<file path="config.mk">
export PLATFORM = sky130hd
export DESIGN_NAME = timer_counter_param
export DESIGN_NICKNAME = d
export VERILOG_FILES = /design/src/rtl/timer_counter_param.sv
export SDC_FILE = /design/constraint.sdc
export NUM_CORES = 1
export LEC_CHECK = 0
export ABC_AREA = 1
export BUFFER_PORTS_ARGS = -buffer_cell sky130_fd_sc_hd__buf_2
export CORE_MARGIN = 2
export CORE_UTILIZATION = 59
export CTS_BUF_LIST = sky130_fd_sc_hd__clkbuf_8
export DETAILED_ROUTE_END_ITERATION = 12
export PLACE_DENSITY_LB_ADDON = 0.05
export SLEW_MARGIN = 40
export SYNTH_ARGS = -nofsm -noshare
export SYNTH_HDL_FRONTEND = slang
export SYNTH_SLANG_ARGS = --single-unit
export TNS_END_PERCENT = 20
</file>
<file path="constraint.sdc">
create_clock -name clk -period 3.7 [get_ports clk]
set_input_delay 0.74 -clock clk [delete_from_list [all_inputs] [get_ports clk]]
set_output_delay 0.74 -clock clk [all_outputs]
set_load 0.05 [all_outputs]
</file>
<file path="src/rtl/timer_counter_param.sv">
// timer_counter_param: WIDTH-bit up/down timer with a free-running clock-enable
// prescaler, free-run / auto-reload / one-shot modes, a sticky compare-match
// flag and sticky overflow/underflow flags for the interrupt logic.
module timer_counter_param #(
  parameter int WIDTH = 8,
  parameter int PRE_W = 8,
  localparam int CKS_W = (PRE_W > 1) ? $clog2(PRE_W) : 1
) (
  input  logic             clk,
  input  logic             rst_n,
  input  logic [CKS_W-1:0] cks,
  input  logic [WIDTH-1:0] start_counter,
  input  logic [WIDTH-1:0] cmp_value,
  input  logic             up_down,
  input  logic [1:0]       mode,
  input  logic             load,
  input  logic             enable,
  input  logic             clr_overflow,
  input  logic             clr_underflow,
  input  logic             clr_compare,
  output logic [WIDTH-1:0] tcnt,
  output logic             overflow,
  output logic             underflow,
  output logic             cmp_match,
  output logic             halted
);

  logic [PRE_W-1:0] pre;
  logic [PRE_W-1:0] pre_mask;
  logic             tick;
  int               sel;

  logic [WIDTH-1:0] nxt;
  logic             at_max;
  logic             at_zero;
  logic             wrap;
  logic             step;
  logic             auto_rld;
  logic             one_shot;

  // Tick when the low 'sel' prescaler bits are all ones; sel = 0 ticks every clk.
  always_comb begin
    sel = (int'(cks) >= PRE_W) ? (PRE_W - 1) : int'(cks);
    pre_mask = '0;
    for (int i = 0; i < PRE_W; i++) begin
      pre_mask[i] = (i < sel);
    end
    tick = ((pre & pre_mask) == pre_mask);
  end

  // Next count for a step; mode 11 falls through to free-run behaviour.
  always_comb begin
    auto_rld = (mode == 2'b01);
    one_shot = (mode == 2'b10);
    at_max   = (tcnt == '1);
    at_zero  = (tcnt == '0);
    step     = enable & tick & ~halted & ~load;
    wrap     = up_down ? at_max : at_zero;
    if (up_down) begin
      if (at_max) nxt = auto_rld ? start_counter : '0;
      else        nxt = tcnt + WIDTH'(1);
    end else begin
      if (at_zero) nxt = auto_rld ? start_counter : '1;
      else         nxt = tcnt - WIDTH'(1);
    end
  end

  // Prescaler runs every clk regardless of load/enable so tick phase never realigns.
  always_ff @(posedge clk or negedge rst_n) begin
    if (!rst_n) pre <= '0;
    else        pre <= pre + PRE_W'(1);
  end

  // Counter and flags: load beats step beats hold; a flag set beats its own clear.
  always_ff @(posedge clk or negedge rst_n) begin
    if (!rst_n) begin
      tcnt      <= '0;
      overflow  <= 1'b0;
      underflow <= 1'b0;
      cmp_match <= 1'b0;
      halted    <= 1'b0;
    end else begin
      if (clr_overflow)  overflow  <= 1'b0;
      if (clr_underflow) underflow <= 1'b0;
      if (clr_compare)   cmp_match <= 1'b0;
      if (load) begin
        tcnt   <= start_counter;
        halted <= 1'b0;
      end else if (step) begin
        tcnt <= nxt;
        if (up_down && at_max)   overflow  <= 1'b1;
        if (!up_down && at_zero) underflow <= 1'b1;
        if (wrap && one_shot)    halted    <= 1'b1;
        if (nxt == cmp_value)    cmp_match <= 1'b1;
      end
    end
  end

endmodule

</file>
Word-level counts from Yosys, hierarchy flattened. Index checks and enable logic that the tools add are counted. W data, S select, Z words.

$add $sub $neg: 3. Order comparisons: 7. Eq/ne operators: 5. Multiplexer cells: 23. Bitwise operators: 6. Reduce and logical (&&, ||, !) cells: 8.

Operator list (count): $mux W8 (7); $add A8 B1 Y8 const B (2); $mux W1 (16); $lt A3 B3 Y1 const A (3); $and A8 B7 Y8 (1); $eq A8 B7 Y1 (1); $eq A8 B8 Y1 (1); $eq A8 B8 Y1 const B (1); $logic_not A8 Y1 (1); $sub A8 B1 Y8 const B (1); $lt A1 B3 Y1 const A (2); $lt A2 B3 Y1 const A (2); $reduce_bool A2 Y1 (2); $and A1 B1 Y1 (3); $logic_and A1 B1 Y1 (3); $eq A2 B1 Y1 const B (1); $eq A2 B2 Y1 const B (1); $not A1 Y1 (2); $reduce_and A2 Y1 (1); $logic_not A1 Y1 (1).

Flip-flop bits (word level): 20. Input port bits: 29. Word-level logic and storage cells: 58.

Logic depth before layout (Yosys ltp). Gate-level depths: netlist of the first run.

Word-level depth: 8. Depth in mapped cells: 15.

Worst setup path before layout of the first run. No wires, ideal clock.

Kind: register to register. From: register tcnt[0]. To: register cmp_match. Setup time: 0.066 ns. Data arrival time: 1.936 ns. Slack: 1.698 ns. Cell stages (with the launch flop): 16. Clock period less this slack: 2.002 ns. Cell sequence: dfrtp_1 inv_2 ha_1 nand3_1 inv_1 nand2_4 nand2_1 nand2_1 nand2_1 nand2_1 nand2_1 nand2_1 nand3_1 nor2_1 nand3_1 nand2_1.

Cells in the longest elaborated chain, start to end: 7. Elaborated cells on any way between the ends: 11. Classes of those cells: add/sub: 2; eq/ne: 2; mux: 6; reduce/logical: 1.

Ends and longest elaborated chain: from (decl) (line 21) `output logic [WIDTH-1:0] tcnt,`; from (signal assigned) (line 87) `tcnt <= start_counter;`; from (signal assigned) (line 90) `tcnt <= nxt;`; $sub A8 B1 Y8 (tied with other cells) (line 64) `else nxt = tcnt - WIDTH'(1);`; $mux W8 (on tied branches) (line 63, 60); $mux W8 (*) (line 59) `if (up_down) begin`; $eq A8 B8 Y1 (*) (line 94) `if (nxt == cmp_value) cmp_match <= 1'b1;`; $mux W1 (*) (line 94); $mux W1 (*) (line 89) `end else if (step) begin`; $mux W1 (*) (line 86) `if (load) begin`; to (signal assigned) (line 80) `cmp_match <= 1'b0;`; to (signal assigned) (line 85) `if (clr_compare) cmp_match <= 1'b0;`; to (signal assigned) (line 94); to (decl) (line 24) `output logic cmp_match,`.

Every way passes the cells marked *; elsewhere a longest branch is shown, timed or not. A chain may end at the register's enable or synchronous reset.

Worst setup path in the final report of the first run. Same ends and word-level chain as after synthesis.

==> summary.md, run 1 <==
| Metric | Value |
|---|---|
| Register area share after synthesis | 28.2% |
| Reg clk slew, reported paths | roughly 0.080 ns |
| Synth Area in Compound Gates | 10.7% |
| Syn Inst Count | 267 |
| Worst path buffer plus inverter count | 1 |
| Cell Pwr Density | slightly above 300 nW/um^2 |
| Area of the mapped netlist | between 1500 and 2000 um^2 |
| GRT Total Usage | 29.5% |
| Register area | 475 um^2 |
| First-pass GRT wire length | 7780 um |
| Leak | ~1.1 nW |
| Fin nets | 340 |
| Top-level port count | 41 |
| Rows | 19 |
| Final Core Density | 70.3% |
| DRC viols | 0 |
| Crit-path max FO | 10 |
| DR pass1 iterations | 5 |
| H-tree levels | 1 |
| Post-route ant nets | 0 |
| Total clock sinks | 19 |
| Finished Layout Cells | between 300 and 400 |
| Unrepaired setup endpoints after global routing | false |
| Final TNS setup | 0 ns |
| Maxcap violations | 0 |
| Worst-margin pin slew | 0.422 ns |
| CP top delay family | simple AND/OR/NAND/NOR gates |
| Die height | between 50 and 60 um |
| CTS Buf Count | 3 |
| Vias per cell | about 5.6 |
| Worst min-delay path category | input pin to asynchronous set/reset pin |
| Placed Cells | 333 |
| Synthesized area per cell | 6.32 um^2 |
| DR iter-0 viols | roughly 190 |
| Gp weighted congestion | 0.976 |
| Status | finished, final reports clean |
| Peak supply drop | 0.286 mV |
| WP data required | just under 4 ns |
| Yosys warns | 0 |
| Vias | ~1900 |
| CP Class | flop to flop |
| Fill cell count | 257 |
| Hold-fix buffers, CTS | 0 |
| CP max stage cell | dfrtp_1 |
| Hold Vio Cnt, Final | 0 |
| Final WL | 4600 um |
| Final setup fails | 0 |
| DP HPWL | 3620 um |
| Routed WL per cell | 13.6 um |
| CTS Buffer Depth | 2 |
| Vias in the first global route | 1800 |
| Post-CTS Resized | 0 |
| Largest net degree at the start of global routing | 20 |
| Tcrit/Tclk final | a little under three fifths |
| Crit end category | flop |
| Area of the multi-input gates | 1020 um^2 |
| Crit path largest cell delay | 0.47 ns |
| Slew Viols, Final | 0 |
| Synth cell types | 25 |
| Area grow syn2layout | 13.9% |
| Syn nets | 300 |
| Clock root cell | clkbuf_8 |
| CP Launch Type | flop |
| Slew headroom | 71.9% |
| Largest family of logic cells by synthesized area | simple AND/OR/NAND/NOR gates |
| Most Frequent Cell on Critical Path | nand3_1 |
| Synth Area in Simple Gates | 43.2% |
| TritonCTS clock tree | yes |
| Total power | 0.593 mW |
| Initial Utilization | approximately three fifths |
| Worst-skew pair later-pin latency | 0.26 ns |
| CORE AREA | 2730 um^2 |
| Die width | 57.5 um |
| Layout cell share with drive strength beyond 1 | between 10% and 20% |
| Post-Synth Adder-Cell Area | 2.97% |
| Die Area | 3300 um^2 |
| Fmax | 476 MHz |
| Initial antenna violation count | 0 |
| Synth Area in XOR/XNOR | under 10% |
| Worst path cell trace | inv_2 -> ha_1 -> nand3_1 -> nor2_4 -> nand3_1 -> nand3_1 -> nand2_1 -> o21ai_0 -> nor2_1 -> nand3_1 -> nand2_1 |
| Post-CTS setup buffers | 0 |
| Flops & latches, synth | 19 |
| Multiplexer share of the synthesized area | 0% |
| Ant diodes | 0 |
| Total grt overflow | 0 |
| Buffers on Ports | 40 |
| Layout Skew | 0.00368 ns |
| Min Tclk post-route | 2.10 ns |
| Critical Path AT | 2.25 ns |
[worst reg2reg max path: stages (launching register included)]
cell	delay [ns]
dfrtp_1	0.47
inv_2	0.19
ha_1	0.17
nand3_1	0.13
nor2_4	0.30
nand3_1	0.11
nand3_1	0.08
nand2_1	0.09
o21ai_0	0.21
nor2_1	0.08
nand3_1	0.10
nand2_1	0.06
[cell families (layout without fill, tap and decap cells)]
family | Yosys count | in the layout
buffers and inverters | 42 | 81
AOI/OAI and AO/OA | 29 | 29
xor gates and xnor gates | 7 | 7
adders and majority gates | 4 | 4
and+or+nand+nor | 166 | 166
DFF | 19 | 19
[routing by layer]
metal  track usage (%)  routed length (um)  share of wire, %  vias up
li1                  -                   -                 -      942
met3              4.99                 452               9.8       21
met2              49.2                2070                45      123
met5                 0                   0                 0        -
met4              10.3                 144               3.1        0
met1              38.7                1920                42      813
[Yosys cell counts]
master | instances | share of area [%]
nand4_1 | 3 | 1.1
nand2_4 | 1 | 0.67
a41oi_1 | 1 | 0.52
o221ai_1 | 5 | 2.6
xor2_1 | 5 | 2.6
ha_1 | 4 | 3.0
nand2_2 | 3 | 1.1
a21oi_1 | 8 | 2.4
o22ai_1 | 2 | 0.74
clkbuf_8 | 1 | 0.82
nand3_1 | 38 | 11
nor2_1 | 26 | 5.8
inv_2 | 2 | 0.45
nand2_1 | 88 | 20
inv_1 | 35 | 7.8
nor2_4 | 3 | 2.0
buf_6 | 3 | 2.0
nor2_2 | 1 | 0.37
o21ai_0 | 7 | 2.1
dfrtp_1 | 19 | 28
o211ai_1 | 4 | 1.8
clkbuf_1 | 1 | 0.22
nand3b_1 | 3 | 1.3
xnor2_1 | 2 | 1.0
o21ai_1 | 2 | 0.59
[registers in the layout, indices dropped and copies added, names as in the netlist]
register   flops
pre            7
tcnt           8
overflow       1
cmp_match      1
halted         1
underflow      1
[stage by stage]
stage               worst slack (ns)  instance area [um^2]  hold WS [ns]
global placement                1.44                  1870         0.455
detailed placement              1.46                  1870         0.457
global route                    1.46                  1920         0.454
finish                          1.60                  1920         0.405
floorplan                       1.70                  1690         0.437
CTS                             1.63                  1920         0.421
[cell usage in the layout (no fill, tap or decap), types with 3 or more instances in the layout]
| master | n |
|---|---|
| a21oi_1 | 8 |
| buf_2 | 40 |
| clkbuf_8 | 3 |
| dfrtp_1 | 19 |
| ha_1 | 4 |
| inv_1 | 35 |
| nand2_1 | 88 |
| nand2_2 | 3 |
| nand3_1 | 38 |
| nand3b_1 | 3 |
| nand4_1 | 3 |
| nor2_1 | 26 |
| nor2_4 | 3 |
| o211ai_1 | 4 |
| o21ai_0 | 7 |
| o221ai_1 | 5 |
| xor2_1 | 5 |
[final timing paths]
path | start | endpoint | slack, ns | cells after the start
max | tcnt[0] | cmp_match | 1.60 | 11
max reg2reg | tcnt[0] | cmp_match | 1.60 | 11
min reg2reg | pre[0] | pre[0] | 0.47 | 1
min | rst_n | pre[0] | 0.41 | 1
min in group clk | pre[0] | pre[0] | 0.47 | 1
max in group asynchronous | rst_n | tcnt[4] | 3.00 | 1
[final cells by class]
type | count | area share, %
clock buffers | 3 | 2.15
clock inverters | 1 | 0.261
inverters | 37 | 7.23
multi-input cells | 206 | 53.2
flip-flops and latches | 19 | 24.8
well taps | 31 | 2.02
repair buffers | 40 | 10.4
[power breakdown]
group,switching (mW),internal (mW),leakage (nW)
clock,0.0734,0.0750,0.0255
combinational,0.144,0.0638,0.842
sequential,0.0198,0.216,0.237
total,0.237,0.355,1.10
Note: power is estimated with default switching activity, not from simulation.
==> inputs of run 2 (changes only) <==
--- a/config.mk
+++ b/config.mk
@@ -8,7 +8,7 @@
 export ABC_AREA = 1
 export BUFFER_PORTS_ARGS = -buffer_cell sky130_fd_sc_hd__buf_2
 export CORE_MARGIN = 2
-export CORE_UTILIZATION = 59
+export CORE_UTILIZATION = 50
 export CTS_BUF_LIST = sky130_fd_sc_hd__clkbuf_8
 export DETAILED_ROUTE_END_ITERATION = 12
 export PLACE_DENSITY_LB_ADDON = 0.05
==> constraint.sdc (replaced) <==
create_clock -name clk -period 1.9 [get_ports clk]
set_input_delay 0.38 -clock clk [delete_from_list [all_inputs] [get_ports clk]]
set_output_delay 0.38 -clock clk [all_outputs]
set_load 0.05 [all_outputs]
==> summary.md, run 2 (same netlist as run 1, synthesis figures left out) <==
| Metric | Value |
|---|---|
| Worst min-delay path category | input pin to asynchronous set/reset pin |
| Unrepaired setup endpoints after global routing | true |
| Post-route ant nets | 0 |
| DP HPWL | 3870 um |
| Die height | a little over 60 um |
| Total clock sinks | 19 |
| CP max stage cell | dfrtp_2 |
| Hold Vio Cnt, Final | 0 |
| Routed WL per cell | 14.5 um |
| Top-level port count | 41 |
| Min Tclk post-route | 1.84 ns |
| Area grow syn2layout | 26.9% |
| DRC viols | 0 |
| Placed Cells | 356 |
| H-tree levels | 1 |
| CORE AREA | 3280 um^2 |
| DR iter-0 viols | 189 |
| Reg clk slew, reported paths | ~0.080 ns |
| Vias per cell | around 5.4 |
| Crit-path max FO | 6 |
| Layout cell share with drive strength beyond 1 | 27.4% |
| Final setup fails | 0 |
| Cell Pwr Density | approximately 590 nW/um^2 |
| Rows | 21 |
| Die Area | a little under 4000 um^2 |
| Ant diodes | 0 |
| Leak | 1.18 nW |
| TritonCTS clock tree | yes |
| Buffers on Ports | 40 |
| Initial antenna violation count | 0 |
| CP Class | flop to flop |
| CTS Buf Count | 3 |
| Most Frequent Cell on Critical Path | nand3_1 |
| Tcrit/Tclk final | between 90% and 100% |
| Hold Worst Slack | 0.0407 ns |
| Fill cell count | 323 |
| Total grt overflow | 0 |
| Area of the multi-input gates | 1100 um^2 |
| Gp weighted congestion | approximately 1.0 |
| Most frequent cells in the layout | nand2_1 (85), buf_2 (40), nand3_1 (35), inv_1 (32), nor2_1 (24) |
| Largest net degree at the start of global routing | 20 |
| CP Launch Type | flop |
| Peak supply drop | approximately 0.44 mV |
| Crit path largest cell delay | 0.47 ns |
| Slew headroom | 70.7% |
| Slew Viols, Final | 0 |
| Crit end category | flop |
| Maxcap violations | 0 |
| Initial Utilization | 51.4% |
| Die width | 62.1 um |
| Vias | 1968 |
| Register area | 480 um^2 |
| Worst-skew pair later-pin latency | ~0.27 ns |
| Commonest non-fill, non-tap cell in the layout | nand2_1 |
| Worst-margin pin slew | around 0.44 ns |
| DR pass1 iterations | 4 |
| Biggest regs | tcnt (8), pre (7) |
| CTS Buffer Depth | 2 |
| Finished Layout Cells | 367 |
| R2r setup slk | approximately 0.06 ns |
| Vias in the first global route | roughly 1700 |
| Critical Path AT | 2.05 ns |
| Clock root cell | clkbuf_8 |
| Layout Skew | between 0.003 and 0.004 ns |
| Max FFs per register | 8 |
| Final WL | 5340 um |
| Worst path cell trace | ha_4 -> nand2_2 -> nor2_4 -> buf_6 -> xor2_1 -> nand3_1 -> nand3_1 -> nand3_2 -> nor2_1 -> nand3_1 -> nand2_1 |
| Reg with most FFs | tcnt |
| Fmax | 544 MHz |
| Fin nets | 355 |
| First-pass GRT wire length | 7710 um |
| WP data required | approximately 2.1 ns |
| GRT Total Usage | between 20% and 30% |
| Status | finished, final reports clean |
## run 2: per-layer routing
metal	share of wire (%)	GRT usage, %	up-vias	routed length (um)
met5	0	0	-	0
met4	2.8	11.9	0	151
met3	7.9	3.73	15	420
met2	47	42.6	105	2490
met1	43	39.5	874	2270
li1	-	-	974	-
## run 2: what timing repair did
action | CTS | global route
gates resized for setup | 0 | 25
setup endpoints to repair | 0 | 5
hold buffers | 0 | 0
buffers inserted | 0 | 6
## run 2: final timing paths
path | start | endpoint | depth (start not counted)
worst max-delay path | tcnt[0] | cmp_match | 11
worst min-delay path | rst_n | pre[5] | 1
worst max register to register | tcnt[0] | cmp_match | 11
worst min register to register | pre[5] | pre[5] | 1
max in group asynchronous | rst_n | tcnt[0] | 1
min in group clk | clr_underflow | underflow | 2
## run 2: where the power goes
group          total, mW  switching, mW  internal [mW]
Clock              0.313          0.164          0.149
Sequential         0.459         0.0362          0.423
Combinational      0.488          0.323          0.164
Total               1.26          0.524          0.736
## run 2: cell type report
class | instances | share of cell area (%)
Timing Repair Buffer | 54 | 14.4
Sequential cell | 19 | 22.4
Tap cell | 46 | 2.69
Multi-Input combinational cell | 207 | 51.5
Clock inverter | 1 | 0.351
Inverter | 37 | 6.60
Clock buffer | 3 | 1.93
## run 2: stage by stage
stage / total power [mW] / area, um^2 / setup WS, ns / TNS [ns] / util, %
after global placement: 0.896 / 1960 / 0.0301 / 0 / 59.5
after global routing: 1.34 / 2140 / -0.0526 / -0.0526 / 65.2
final: 1.26 / 2140 / 0.0615 / 0 / 65.2
after floorplan: 0.756 / 1690 / 0.0508 / 0 / -
after CTS: 1.21 / 2000 / 0.00566 / 0 / 61.0
after detailed placement: 0.891 / 1960 / 0.0106 / 0 / 59.5
## run 2: critical path, delay by kind of cell (launching register included)
family                     cells  cell delay (ns)
adders and majority gates      1             0.17
buffers and inverters          1             0.12
DFF                            1             0.47
and+or+nand+nor                8             0.87
xor gates and xnor gates       1             0.14
==> inputs of run 3 (changes only) <==
--- a/config.mk
+++ b/config.mk
@@ -11,6 +11,7 @@
 export CORE_UTILIZATION = 50
 export CTS_BUF_LIST = sky130_fd_sc_hd__clkbuf_8
 export DETAILED_ROUTE_END_ITERATION = 12
+export HOLD_SLACK_MARGIN = 0.1
 export PLACE_DENSITY_LB_ADDON = 0.05
 export SLEW_MARGIN = 40
 export SYNTH_ARGS = -nofsm -noshare
==> summary.md, run 3 (same netlist as run 1, synthesis figures left out) <==
| Metric | Value |
|---|---|
| CP Class | flop to flop |
| Vias | 1994 |
| WP data required | roughly 2.1 ns |
| Crit path launch | tcnt[0] |
| Critical path depth in cells | 14 |
| CTS Buffer Depth | 2 |
| Vias in the first global route | around 1700 |
| Switching power | approximately 0.52 mW |
| Worst path buffer plus inverter count | 3 |
| Reg2reg path depth | 14 |
| DR iter-0 viols | approximately 210 |
| Worst-margin pin slew | 0.439 ns |
| Worst R2R End | cmp_match |
| Critical Path AT | 2.01 ns |
| Post-route cell area | approximately 2200 um^2 |
| DP HPWL | 3870 um |
| H-tree levels | 1 |
| Crit-path max FO | 8 |
| Clock root cell | clkbuf_8 |
| Commonest non-fill, non-tap cell in the layout | nand2_1 |
| Reg clk slew, reported paths | roughly 0.080 ns |
| Placed Cells | about 360 |
| Ant diodes | 0 |
| Fin nets | between 300 and 400 |
| Die height | 62.1 um |
| Routed WL per cell | between 10 and 15 um |
| Area grow syn2layout | 27.5% |
| Rows | 21 |
| TritonCTS clock tree | yes |
| Tcrit/Tclk final | 97.1% |
| Placed cell areas | 1960 um^2 |
| Slew Viols, Final | 0 |
| Max FFs per register | 8 |
| Peak supply drop | 0.439 mV |
| Most Frequent Cell on Critical Path | nand2_1 |
| Post-route ant nets | 0 |
| Clock share of power | 24.8% |
| Worst-skew pair later-pin latency | 0.27 ns |
| CORE AREA | approximately 3300 um^2 |
| Biggest regs | tcnt (8), pre (7) |
| Int Power | ~0.74 mW |
| Crit path largest cell delay | between 0.4 and 0.5 ns |
| Fmax | 542 MHz |
| Layout cell share with drive strength beyond 1 | 27.3% |
| Final WL | roughly 5300 um |
| Leak | between 1 and 1.5 nW |
| CP Launch Type | flop |
| Most frequent cells in the layout | nand2_1 (85), buf_2 (40), nand3_1 (35), inv_1 (32), nor2_1 (24) |
| Final TNS setup | 0 ns |
| Initial Utilization | 51.4% |
| Gate power share | slightly below 40% |
| Worst min-delay path category | input pin to flop |
| DR pass1 iterations | 5 |
| Cell Pwr Density | between 500 and 600 nW/um^2 |
| Final setup fails | 0 |
| Finished Layout Cells | around 370 |
| CP top delay family | simple AND/OR/NAND/NOR gates |
| Gp weighted congestion | roughly 1.0 |
| Buffers on Ports | 40 |
| Hold Worst Slack | roughly 0.28 ns |
| Total power | 1.26 mW |
| Die Area | roughly 3900 um^2 |
| Hold Vio Cnt, Final | 0 |
| CP max stage cell | dfrtp_2 |
| Layout Skew | 0.00275 ns |
| First-pass GRT wire length | 7720 um |
| Initial antenna violation count | 0 |
| DRC viols | 0 |
| Seq pwr share | 36.5% |
| Die width | 62.1 um |
| Largest net degree at the start of global routing | 20 |
| Total clock sinks | 19 |
| Status | finished, final reports clean |
| Min Tclk post-route | 1.84 ns |
| CTS Buf Count | 3 |
| Worst path cell trace | inv_4 -> ha_4 -> nand3_4 -> inv_2 -> nand2_4 -> buf_4 -> nand3_1 -> nand2_1 -> nand2_1 -> nand2_1 -> nand3_1 -> nor2_1 -> nand3_1 -> nand2_1 |
| Crit end category | flop |
| GRT Total Usage | 27.9% |
| Capture point of the critical path | cmp_match |
| Reg with most FFs | tcnt |
| Reg-to-reg critical path startpoint | tcnt[0] |
| Maxcap violations | 0 |
| Top-level port count | 41 |
| Switching Share | 41.5% |
| Vias per cell | 5.42 |
| Total grt overflow | 0 |
| Slew headroom | 70.8% |
| R2r setup slk | 0.06 ns |
| Unrepaired setup endpoints after global routing | true |
run 3: cell count changes in the layout (fill, tap and decap cells not counted):
cell,delta
dlygate4sd3_1,+1
run 3: layout make-up:
type	instances	area, um^2
repair buffers	55	319
fillers	322	1130
clock inverters	1	7.51
inverters	37	141
clock buffers	3	41.3
flip-flops and latches	19	480
multi-input cells	207	1100
well taps	46	57.6
run 3: power by group through the flow:
stage / registers, mW / clock network, mW / logic, mW
2_1_floorplan: 0.516 / 0 / 0.240
3_3_place_gp: 0.462 / 0 / 0.434
3_5_place_dp: 0.463 / 0 / 0.429
4_1_cts: 0.455 / 0.323 / 0.432
5_1_grt: 0.463 / 0.346 / 0.530
6_report: 0.460 / 0.312 / 0.488
run 3: routing by layer:
metal | share of wire (%) | global-route usage, % | wire (um)
met2 | 47 | 42.6 | 2520
met4 | 2.9 | 11.9 | 156
met3 | 7.1 | 3.73 | 379
met1 | 43 | 39.6 | 2280
met5 | 0 | 0 | 0
run 3: worst min-delay path by stage:
stage                end  cells after the start     startpoint
6_report       underflow                      2  clr_underflow
2_1_floorplan  cmp_match                      0          rst_n
5_1_grt         overflow                      2   clr_overflow
3_5_place_dp      pre[5]                      1          rst_n
3_3_place_gp      pre[5]                      1          rst_n
4_1_cts        underflow                      2  clr_underflow
run 3: repair_timing:
action | in CTS | in global routing
resized for setup | 0 | 25
endpoints found under the hold margin | 19 | 0
setup endpoints to repair | 0 | 5
hold buffers | 1 | 0
setup buffers | 0 | 6
run 3: metrics by stage:
| stage | utilization, % | setup WS [ns] |
|---|---|---|
| after global placement | 59.5 | 0.0301 |
| after detailed placement | 59.5 | 0.0106 |
| after CTS | 61.3 | 0.00566 |
| after floorplan | - | 0.0508 |
| after global routing | 65.5 | -0.0526 |
| final | 65.5 | 0.0558 |
